==> src/rtl/sprite_pkg.sv <==
// Shared types and helpers for the sprite motion engine: FSM states, mode
// encodings and the per-axis edge clamp used by both motion modes.
package sprite_pkg;

  typedef enum logic [1:0] {
    IDLE = 2'd0,
    RUN  = 2'd1,
    DEAD = 2'd2
  } sprite_state_t;

  localparam logic MODE_BOUNCE  = 1'b0;
  localparam logic MODE_GRAVITY = 1'b1;

  typedef struct packed {
    logic signed [31:0] pos;
    logic               hit_lo;
    logic               hit_hi;
  } clamp_t;

  // Pins a signed candidate position into [lo, hi]; the low bound wins on a tie.
  function automatic clamp_t clamp_axis(input logic signed [31:0] pos_n,
                                        input logic signed [31:0] lo,
                                        input logic signed [31:0] hi);
    clamp_t r;
    r.pos    = pos_n;
    r.hit_lo = 1'b0;
    r.hit_hi = 1'b0;
    if (pos_n <= lo) begin
      r.pos    = lo;
      r.hit_lo = 1'b1;
    end else if (pos_n >= hi) begin
      r.pos    = hi;
      r.hit_hi = 1'b1;
    end
    return r;
  endfunction

endpackage

==> src/rtl/sprite_mover_if.sv <==
// Control and geometry bundle between the sprite engine and its neighbours.
interface sprite_mover_if #(
  parameter int CW = 12
);
  logic          i_ani_stb;
  logic          i_animate;
  logic          i_mode;
  logic          i_flap;
  logic          i_restart;
  logic [CW-1:0] o_x1;
  logic [CW-1:0] o_x2;
  logic [CW-1:0] o_y1;
  logic [CW-1:0] o_y2;
  logic [1:0]    o_state;
  logic          o_bounce;
  logic          o_dead;

  modport master (
    output i_ani_stb, i_animate, i_mode, i_flap, i_restart,
    input  o_x1, o_x2, o_y1, o_y2, o_state, o_bounce, o_dead
  );

  modport slave (
    input  i_ani_stb, i_animate, i_mode, i_flap, i_restart,
    output o_x1, o_x2, o_y1, o_y2, o_state, o_bounce, o_dead
  );
endinterface

==> src/rtl/sprite_mover_axis_step.sv <==
// One axis of BOUNCE motion: step by STEP in the current direction, clamp to
// the visible range and reflect the direction on contact.
module axis_step
  import sprite_pkg::*;
#(
  parameter int CW     = 12,
  parameter int HALF   = 16,
  parameter int D_SIZE = 640,
  parameter int STEP   = 2
) (
  input  logic [CW-1:0] pos,
  input  logic          dir,
  output logic [CW-1:0] pos_n,
  output logic          dir_n,
  output logic          hit
);
  localparam int                 LO     = HALF;
  localparam int                 HI     = D_SIZE - 1 - HALF;
  localparam logic signed [CW:0] STEP_W = STEP[CW:0];

  logic signed [CW:0] stepped;
  clamp_t             c;

  // One extra signed bit lets a step below zero be seen as a low-edge hit.
  always_comb begin
    stepped = dir ? ($signed({1'b0, pos}) + STEP_W)
                  : ($signed({1'b0, pos}) - STEP_W);
    c       = clamp_axis(32'(stepped), LO, HI);
    pos_n   = CW'(c.pos);
    hit     = c.hit_lo | c.hit_hi;
    if (c.hit_lo)      dir_n = 1'b1;
    else if (c.hit_hi) dir_n = 1'b0;
    else               dir_n = dir;
  end

endmodule

==> src/rtl/sprite_mover.sv <==
// Per-frame sprite motion engine: BOUNCE reflection or GRAVITY flap physics,
// producing the sprite rectangle edges in screen coordinates.
module sprite_mover
  import sprite_pkg::*;
#(
  parameter int CW       = 12,
  parameter int VW       = 8,
  parameter int H_HALF   = 16,
  parameter int V_HALF   = 12,
  parameter int IX       = 160,
  parameter int IY       = 240,
  parameter int D_WIDTH  = 640,
  parameter int D_HEIGHT = 480,
  parameter int STEP_X   = 2,
  parameter int STEP_Y   = 2,
  parameter int GRAVITY  = 1,
  parameter int FLAP_V   = 8,
  parameter int VMAX     = 10
) (
  input logic           i_clk,
  input logic           i_rst,
  sprite_mover_if.slave bus
);
  localparam logic [CW-1:0]        IX_W     = IX[CW-1:0];
  localparam logic [CW-1:0]        IY_W     = IY[CW-1:0];
  localparam logic [CW-1:0]        HH_W     = H_HALF[CW-1:0];
  localparam logic [CW-1:0]        VH_W     = V_HALF[CW-1:0];
  localparam int                   NEG_FLAP = -FLAP_V;
  localparam logic signed [VW-1:0] FLAP_W   = NEG_FLAP[VW-1:0];
  localparam logic signed [VW:0]   GRAV_W   = GRAVITY[VW:0];
  localparam logic signed [VW:0]   VMAX_W   = VMAX[VW:0];

  sprite_state_t        state, state_n;
  logic [CW-1:0]        x, y, x_n, y_n;
  logic signed [VW-1:0] vy, vy_n;
  logic                 x_dir, y_dir, x_dir_n, y_dir_n;
  logic                 flap_pend, flap_n, mode_q, mode_n, bounce_q, bounce_n;

  logic [CW-1:0]        bx_pos, by_pos;
  logic                 bx_dir, by_dir, bx_hit, by_hit;

  axis_step #(.CW(CW), .HALF(H_HALF), .D_SIZE(D_WIDTH), .STEP(STEP_X)) u_axis_x (
    .pos(x), .dir(x_dir), .pos_n(bx_pos), .dir_n(bx_dir), .hit(bx_hit)
  );

  axis_step #(.CW(CW), .HALF(V_HALF), .D_SIZE(D_HEIGHT), .STEP(STEP_Y)) u_axis_y (
    .pos(y), .dir(y_dir), .pos_n(by_pos), .dir_n(by_dir), .hit(by_hit)
  );

  logic                 fp, upd, do_bounce, do_grav;
  logic signed [VW:0]   vy_inc;
  logic signed [VW-1:0] g_vy;
  logic signed [CW:0]   g_y;
  clamp_t               gc;

  // NOTE: every signal written here gets a default first, so no path infers a latch.
  always_comb begin
    fp     = flap_pend | bus.i_flap;
    upd    = bus.i_ani_stb & bus.i_animate;
    vy_inc = {vy[VW-1], vy} + GRAV_W;
    if (fp)                  g_vy = FLAP_W;
    else if (vy_inc > VMAX_W) g_vy = VMAX_W[VW-1:0];
    else                     g_vy = vy_inc[VW-1:0];
    g_y = $signed({1'b0, y}) + (CW+1)'(g_vy);
    gc  = clamp_axis(32'(g_y), V_HALF, D_HEIGHT - 1 - V_HALF);

    state_n   = state;
    x_n       = x;
    y_n       = y;
    vy_n      = vy;
    x_dir_n   = x_dir;
    y_dir_n   = y_dir;
    flap_n    = fp;
    mode_n    = mode_q;
    bounce_n  = 1'b0;
    do_bounce = 1'b0;
    do_grav   = 1'b0;

    // The launching strobe out of IDLE is also the first motion update.
    case (state)
      IDLE: begin
        mode_n = bus.i_mode;
        if (upd && bus.i_mode == MODE_BOUNCE) do_bounce = 1'b1;
        else if (upd && fp)                   do_grav   = 1'b1;
      end
      RUN: begin
        if (upd) begin
          if (mode_q == MODE_BOUNCE) do_bounce = 1'b1;
          else                       do_grav   = 1'b1;
        end
      end
      default: ;
    endcase

    if (do_bounce) begin
      x_n      = bx_pos;
      y_n      = by_pos;
      x_dir_n  = bx_dir;
      y_dir_n  = by_dir;
      bounce_n = bx_hit | by_hit;
      state_n  = RUN;
      if (state == IDLE) flap_n = 1'b0;
    end

    if (do_grav) begin
      flap_n   = 1'b0;
      bounce_n = gc.hit_lo | gc.hit_hi;
      y_n      = CW'(gc.pos);
      vy_n     = bounce_n ? '0 : g_vy;
      state_n  = gc.hit_hi ? DEAD : RUN;
    end
  end

  // NOTE: registers use <= so every update reads the pre-edge values.
  always_ff @(posedge i_clk or posedge i_rst) begin
    if (i_rst) begin
      state     <= IDLE;
      x         <= IX_W;
      y         <= IY_W;
      vy        <= '0;
      x_dir     <= 1'b1;
      y_dir     <= 1'b1;
      flap_pend <= 1'b0;
      mode_q    <= MODE_BOUNCE;
      bounce_q  <= 1'b0;
    end else if (bus.i_restart) begin
      state     <= IDLE;
      x         <= IX_W;
      y         <= IY_W;
      vy        <= '0;
      x_dir     <= 1'b1;
      y_dir     <= 1'b1;
      flap_pend <= 1'b0;
      bounce_q  <= 1'b0;
    end else begin
      state     <= state_n;
      x         <= x_n;
      y         <= y_n;
      vy        <= vy_n;
      x_dir     <= x_dir_n;
      y_dir     <= y_dir_n;
      flap_pend <= flap_n;
      mode_q    <= mode_n;
      bounce_q  <= bounce_n;
    end
  end

  assign bus.o_x1     = x - HH_W;
  assign bus.o_x2     = x + HH_W;
  assign bus.o_y1     = y - VH_W;
  assign bus.o_y2     = y + VH_W;
  assign bus.o_state  = state;
  assign bus.o_bounce = bounce_q;
  assign bus.o_dead   = (state == DEAD);

endmodule
==> src/flat_wrapper.sv <==
// flat-port wrapper written by rule: the top's interface ports become plain ports
module sprite_mover_flat import sprite_pkg::*;
#(
  parameter int CW       = 12,
  parameter int VW       = 8,
  parameter int H_HALF   = 16,
  parameter int V_HALF   = 12,
  parameter int IX       = 160,
  parameter int IY       = 240,
  parameter int D_WIDTH  = 640,
  parameter int D_HEIGHT = 480,
  parameter int STEP_X   = 2,
  parameter int STEP_Y   = 2,
  parameter int GRAVITY  = 1,
  parameter int FLAP_V   = 8,
  parameter int VMAX     = 10
)
  (i_clk, i_rst, bus_i_ani_stb, bus_i_animate, bus_i_mode, bus_i_flap, bus_i_restart, bus_o_x1, bus_o_x2, bus_o_y1, bus_o_y2, bus_o_state, bus_o_bounce, bus_o_dead);
  sprite_mover_if #(.CW(CW)) bus_i ();
  input logic i_clk;
  input logic i_rst;
  input wire logic [$bits(bus_i.i_ani_stb)-1:0] bus_i_ani_stb;
  input wire logic [$bits(bus_i.i_animate)-1:0] bus_i_animate;
  input wire logic [$bits(bus_i.i_mode)-1:0] bus_i_mode;
  input wire logic [$bits(bus_i.i_flap)-1:0] bus_i_flap;
  input wire logic [$bits(bus_i.i_restart)-1:0] bus_i_restart;
  output wire logic [$bits(bus_i.o_x1)-1:0] bus_o_x1;
  output wire logic [$bits(bus_i.o_x2)-1:0] bus_o_x2;
  output wire logic [$bits(bus_i.o_y1)-1:0] bus_o_y1;
  output wire logic [$bits(bus_i.o_y2)-1:0] bus_o_y2;
  output wire logic [$bits(bus_i.o_state)-1:0] bus_o_state;
  output wire logic [$bits(bus_i.o_bounce)-1:0] bus_o_bounce;
  output wire logic [$bits(bus_i.o_dead)-1:0] bus_o_dead;
  assign bus_i.i_ani_stb = bus_i_ani_stb;
  assign bus_i.i_animate = bus_i_animate;
  assign bus_i.i_mode = bus_i_mode;
  assign bus_i.i_flap = bus_i_flap;
  assign bus_i.i_restart = bus_i_restart;
  assign bus_o_x1 = bus_i.o_x1;
  assign bus_o_x2 = bus_i.o_x2;
  assign bus_o_y1 = bus_i.o_y1;
  assign bus_o_y2 = bus_i.o_y2;
  assign bus_o_state = bus_i.o_state;
  assign bus_o_bounce = bus_i.o_bounce;
  assign bus_o_dead = bus_i.o_dead;
  sprite_mover #(.CW(CW), .VW(VW), .H_HALF(H_HALF), .V_HALF(V_HALF), .IX(IX), .IY(IY), .D_WIDTH(D_WIDTH), .D_HEIGHT(D_HEIGHT), .STEP_X(STEP_X), .STEP_Y(STEP_Y), .GRAVITY(GRAVITY), .FLAP_V(FLAP_V), .VMAX(VMAX)) u_core (.i_clk(i_clk), .i_rst(i_rst), .bus(bus_i));
endmodule
==> config.mk <==
export PLATFORM = sky130hd
export DESIGN_NAME = sprite_mover_flat
export DESIGN_NICKNAME = d
export VERILOG_FILES = /design/src/rtl/sprite_pkg.sv /design/src/rtl/sprite_mover_if.sv /design/src/rtl/sprite_mover_axis_step.sv /design/src/rtl/sprite_mover.sv /design/src/flat_wrapper.sv
export SDC_FILE = /design/constraint.sdc
export NUM_CORES = 1
export LEC_CHECK = 0
export ABC_AREA = 1
export BUFFER_PORTS_ARGS = -buffer_cell sky130_fd_sc_hd__buf_2
export CAP_MARGIN = 30
export CORE_MARGIN = 4
export CORE_UTILIZATION = 35
export CTS_BUF_LIST = sky130_fd_sc_hd__clkbuf_8
export CTS_CLUSTER_DIAMETER = 80
export DETAILED_ROUTE_END_ITERATION = 10
export PLACE_DENSITY_LB_ADDON = 0.12
export SLEW_MARGIN = 10
export SYNTH_ARGS = -nofsm -noshare
export SYNTH_HDL_FRONTEND = slang
export SYNTH_SLANG_ARGS = --single-unit
==> constraint.sdc <==
create_clock -name i_clk -period 3 [get_ports i_clk]
set_input_delay 0.6 -clock i_clk [delete_from_list [all_inputs] [get_ports i_clk]]
set_output_delay 0.6 -clock i_clk [all_outputs]
set_load 0.05 [all_outputs]
==> summary.txt <==
status - finished with violations
failing checks - negative setup slack
fin area - 6560 sq um
clock buffer depth - 2
worst vdd ir - 251 uV
endpoints failing hold - 0
Rows - 44
via count - 5,545
Top FF cell, synth - dfrtp_1
Boundary Pins - 59
Setup CP Type - reg2reg
Reg area - 986 sq um
Initial DRT Pass Iterations - 4
Max Clock Skew - 8.79 ps
cts bufs inserted - 5
post-place setup slack - -517 ps
DRT antenna net count - 0
Synth Area per Inst - 6.10 sq um
total gr overflow - 0
internal reg-to-reg setup slack - -590 ps
Final WS setup - -585 ps
startpoint types - register
Mapped Area - 5310 sq um
max-slew violations - 0
initial antenna violation count - 0
vias per std cell - 4.72
Port Buf Inserts - 58
P per Cell Area - 729 nW/um^2
CTS Root Cell - clkbuf_8
core area - 14,700 sq um
largest stage delay on the critical path - 410 ps
clock slew at reported path FFs - 80 ps
FILL cells - 1,558
Placer Congestion - 0.827
Worst slew margin - 72.2%
die area - 17,200 sq um
RSZ-0062 raised after global routing - true
Post-synth EDFFs - 0
Setup TNS Final - -10,470 ps
first-pass GRT wire length - 25,200 um
largest net degree at the start of global routing - 23
worst hold path class - in2async
max_cap viols - 0
Netlist cell types - 46
starting density of the core - 36.1%
synth warn - 0
cts hold-fix bufs - 0
wirelength, routed - 15,400 um
drt initial violations - 219
Setup crit end kind - register
ys async rst share - 100%
Final #Nets - 1,041
Pleak - 3.65 nW
Max FO, Critical Path - 8
Seq/Total Area, Yosys - 18.6%
crit path time final - 3590 ps
layout cells sized above 1 - 25.0%
fin crit share - 120%
area grow syn2layout - 23.6%
CTS H-tree lvls - 2
Ant. Diodes - 0
most common cell after layout, fill and taps aside - nand2_1
WP buf/inv - 2
delay-heaviest family, CP - simple AND/OR/NAND/NOR gates
area of the multi-input gates - 3770 sq um
Worst Max-Slew Pin Slew - 417 ps
Required @ worst endpoint - 3240 ps
area of placed instances - 6170 sq um
CP arrival - 3830 ps
most frequent cells in the layout - nand2_1, inv_1, buf_4
Critical Path, Cell by Cell - ha_2, nand2_2, nor2_4, xor2_2, o211ai_1, o31ai_2, nand2_1, nor2_2, ha_2, fa_2, xor2_2, nand2_1, nand2_1, inv_1, nand3_2, nand2_2, buf_6, a21oi_4, nand2_1, nand2_1, nand2_1, o21ai_2
Yosys reg bits - 39
Die Wd - 131 um
Placed Cells - 1,153
CTS tree - yes
Remaining DRCs - 0
Sink Count - 39
Die Y - 131 um
vias in the first global route - 5,099
clock latency on the worst-skew pair - 310 ps
most frequent CP cell - nand2_1
Fmax - 279 MHz
hpwl dp - 12,700 um
Cell Count, Final, Fillers Out - 1,175
synthesized netlist net count - 922
CP max stage cell - dfrtp_1
WHS - 194 ps
GRT Util Overall - 17.3%
DR WL/cell - 13.1 um
# setup viols final - 20
synthesized instance count - 871
kinds of logic after synthesis:
logic type,count (synthesis),synth area share [%]
AND/OR/NAND/NOR,496,41.8
buffers and inverters,182,13.9
AO/OA/AOI/OAI,78,9.50
adder cells (fa/ha/maj),44,10.8
flip-flops,39,18.6
XOR/XNOR,32,5.42
per-layer routing:
metal	wire length, um	share of wire, %	track usage [%]	vias to the layer above
met5	0	0	0	-
met4	104	0.68	3.15	0
met3	409	2.7	1.83	9
met2	6960	45	28.1	74
met1	7910	51	25.3	2492
li1	-	-	-	2970
worst reg2reg max path, delay by kind of cell (launching register included):
kind	cells	cell delay (ps)
AOI/OAI and AO/OA	4	780
xor gates and xnor gates	2	390
adders and majority gates	3	740
buffers and inverters	2	170
DFF	1	410
and+or+nand+nor	11	1050
final timing paths:
path	from	endpoint	cells past startpoint
worst min register to register	u_core.x[0]	u_core.x[0]	2
min in group i_clk	bus_i_restart	u_core.bus.o_state[1]	2
worst max-delay path	u_core.vy[0]	u_core.y[0]	22
max in group asynchronous	i_rst	u_core.y[4]	3
worst max register to register	u_core.vy[0]	u_core.y[0]	22
worst min-delay path	i_rst	u_core.x[1]	2
power by group:
group          switching [W]  internal, W  total, W
Sequential         0.0000998     0.000607  0.000707
Clock               0.000204     0.000269  0.000473
Combinational        0.00242      0.00118   0.00360
Total                0.00273      0.00206   0.00478
sequential cells by signal, indices dropped and copies added (netlist names):
signal,flops
u_core.x,12
u_core.y,12
u_core.vy,8
u_core.bus.o_state,2
u_core.bus.o_bounce,1
u_core.flap_pend,1
u_core.mode_q,1
u_core.x_dir,1
u_core.y_dir,1
synth_stat cells (6+ instances only):
cell type / count / area, sq um
a21oi_1: 22 / 110
nand2_1: 282 / 1060
buf_4: 14 / 105
nand3_1: 66 / 330
o21ai_0: 23 / 115
nand3_2: 6 / 60.1
nand3b_1: 8 / 60.1
ha_1: 41 / 513
xor2_1: 27 / 236
nor2_4: 6 / 67.6
dfstp_2: 8 / 210
inv_1: 156 / 586
nor3_1: 9 / 45.0
nor2_1: 67 / 251
inv_2: 8 / 30.0
o21ai_1: 10 / 50.1
nand2_2: 16 / 100
dfrtp_1: 31 / 776
nand4_1: 25 / 156
what timing repair did:
action                                  CTS  global route
endpoints found under the setup margin   21            23
cloned                                    1             0
pin swaps                                 7            37
setup buffers                             6             7
hold endpoints to repair                  0             0
gates resized for setup                  21            30
stage by stage:
step                      util, %  total power [W]
after floorplan                 -          0.00331
after global placement       41.8          0.00418
after detailed placement     41.9          0.00418
after CTS                    43.6          0.00473
after global routing         44.7          0.00527
final                        44.7          0.00478
layout make-up:
class | instances | area share (%)
flip-flops and latches | 39 | 15.0
clock buffers | 6 | 1.26
multi-input cells | 651 | 57.5
well taps | 184 | 3.51
inverters | 165 | 9.44
clock inverters | 2 | 0.534
repair buffers | 128 | 12.8
(Power assumes the default switching activity.)
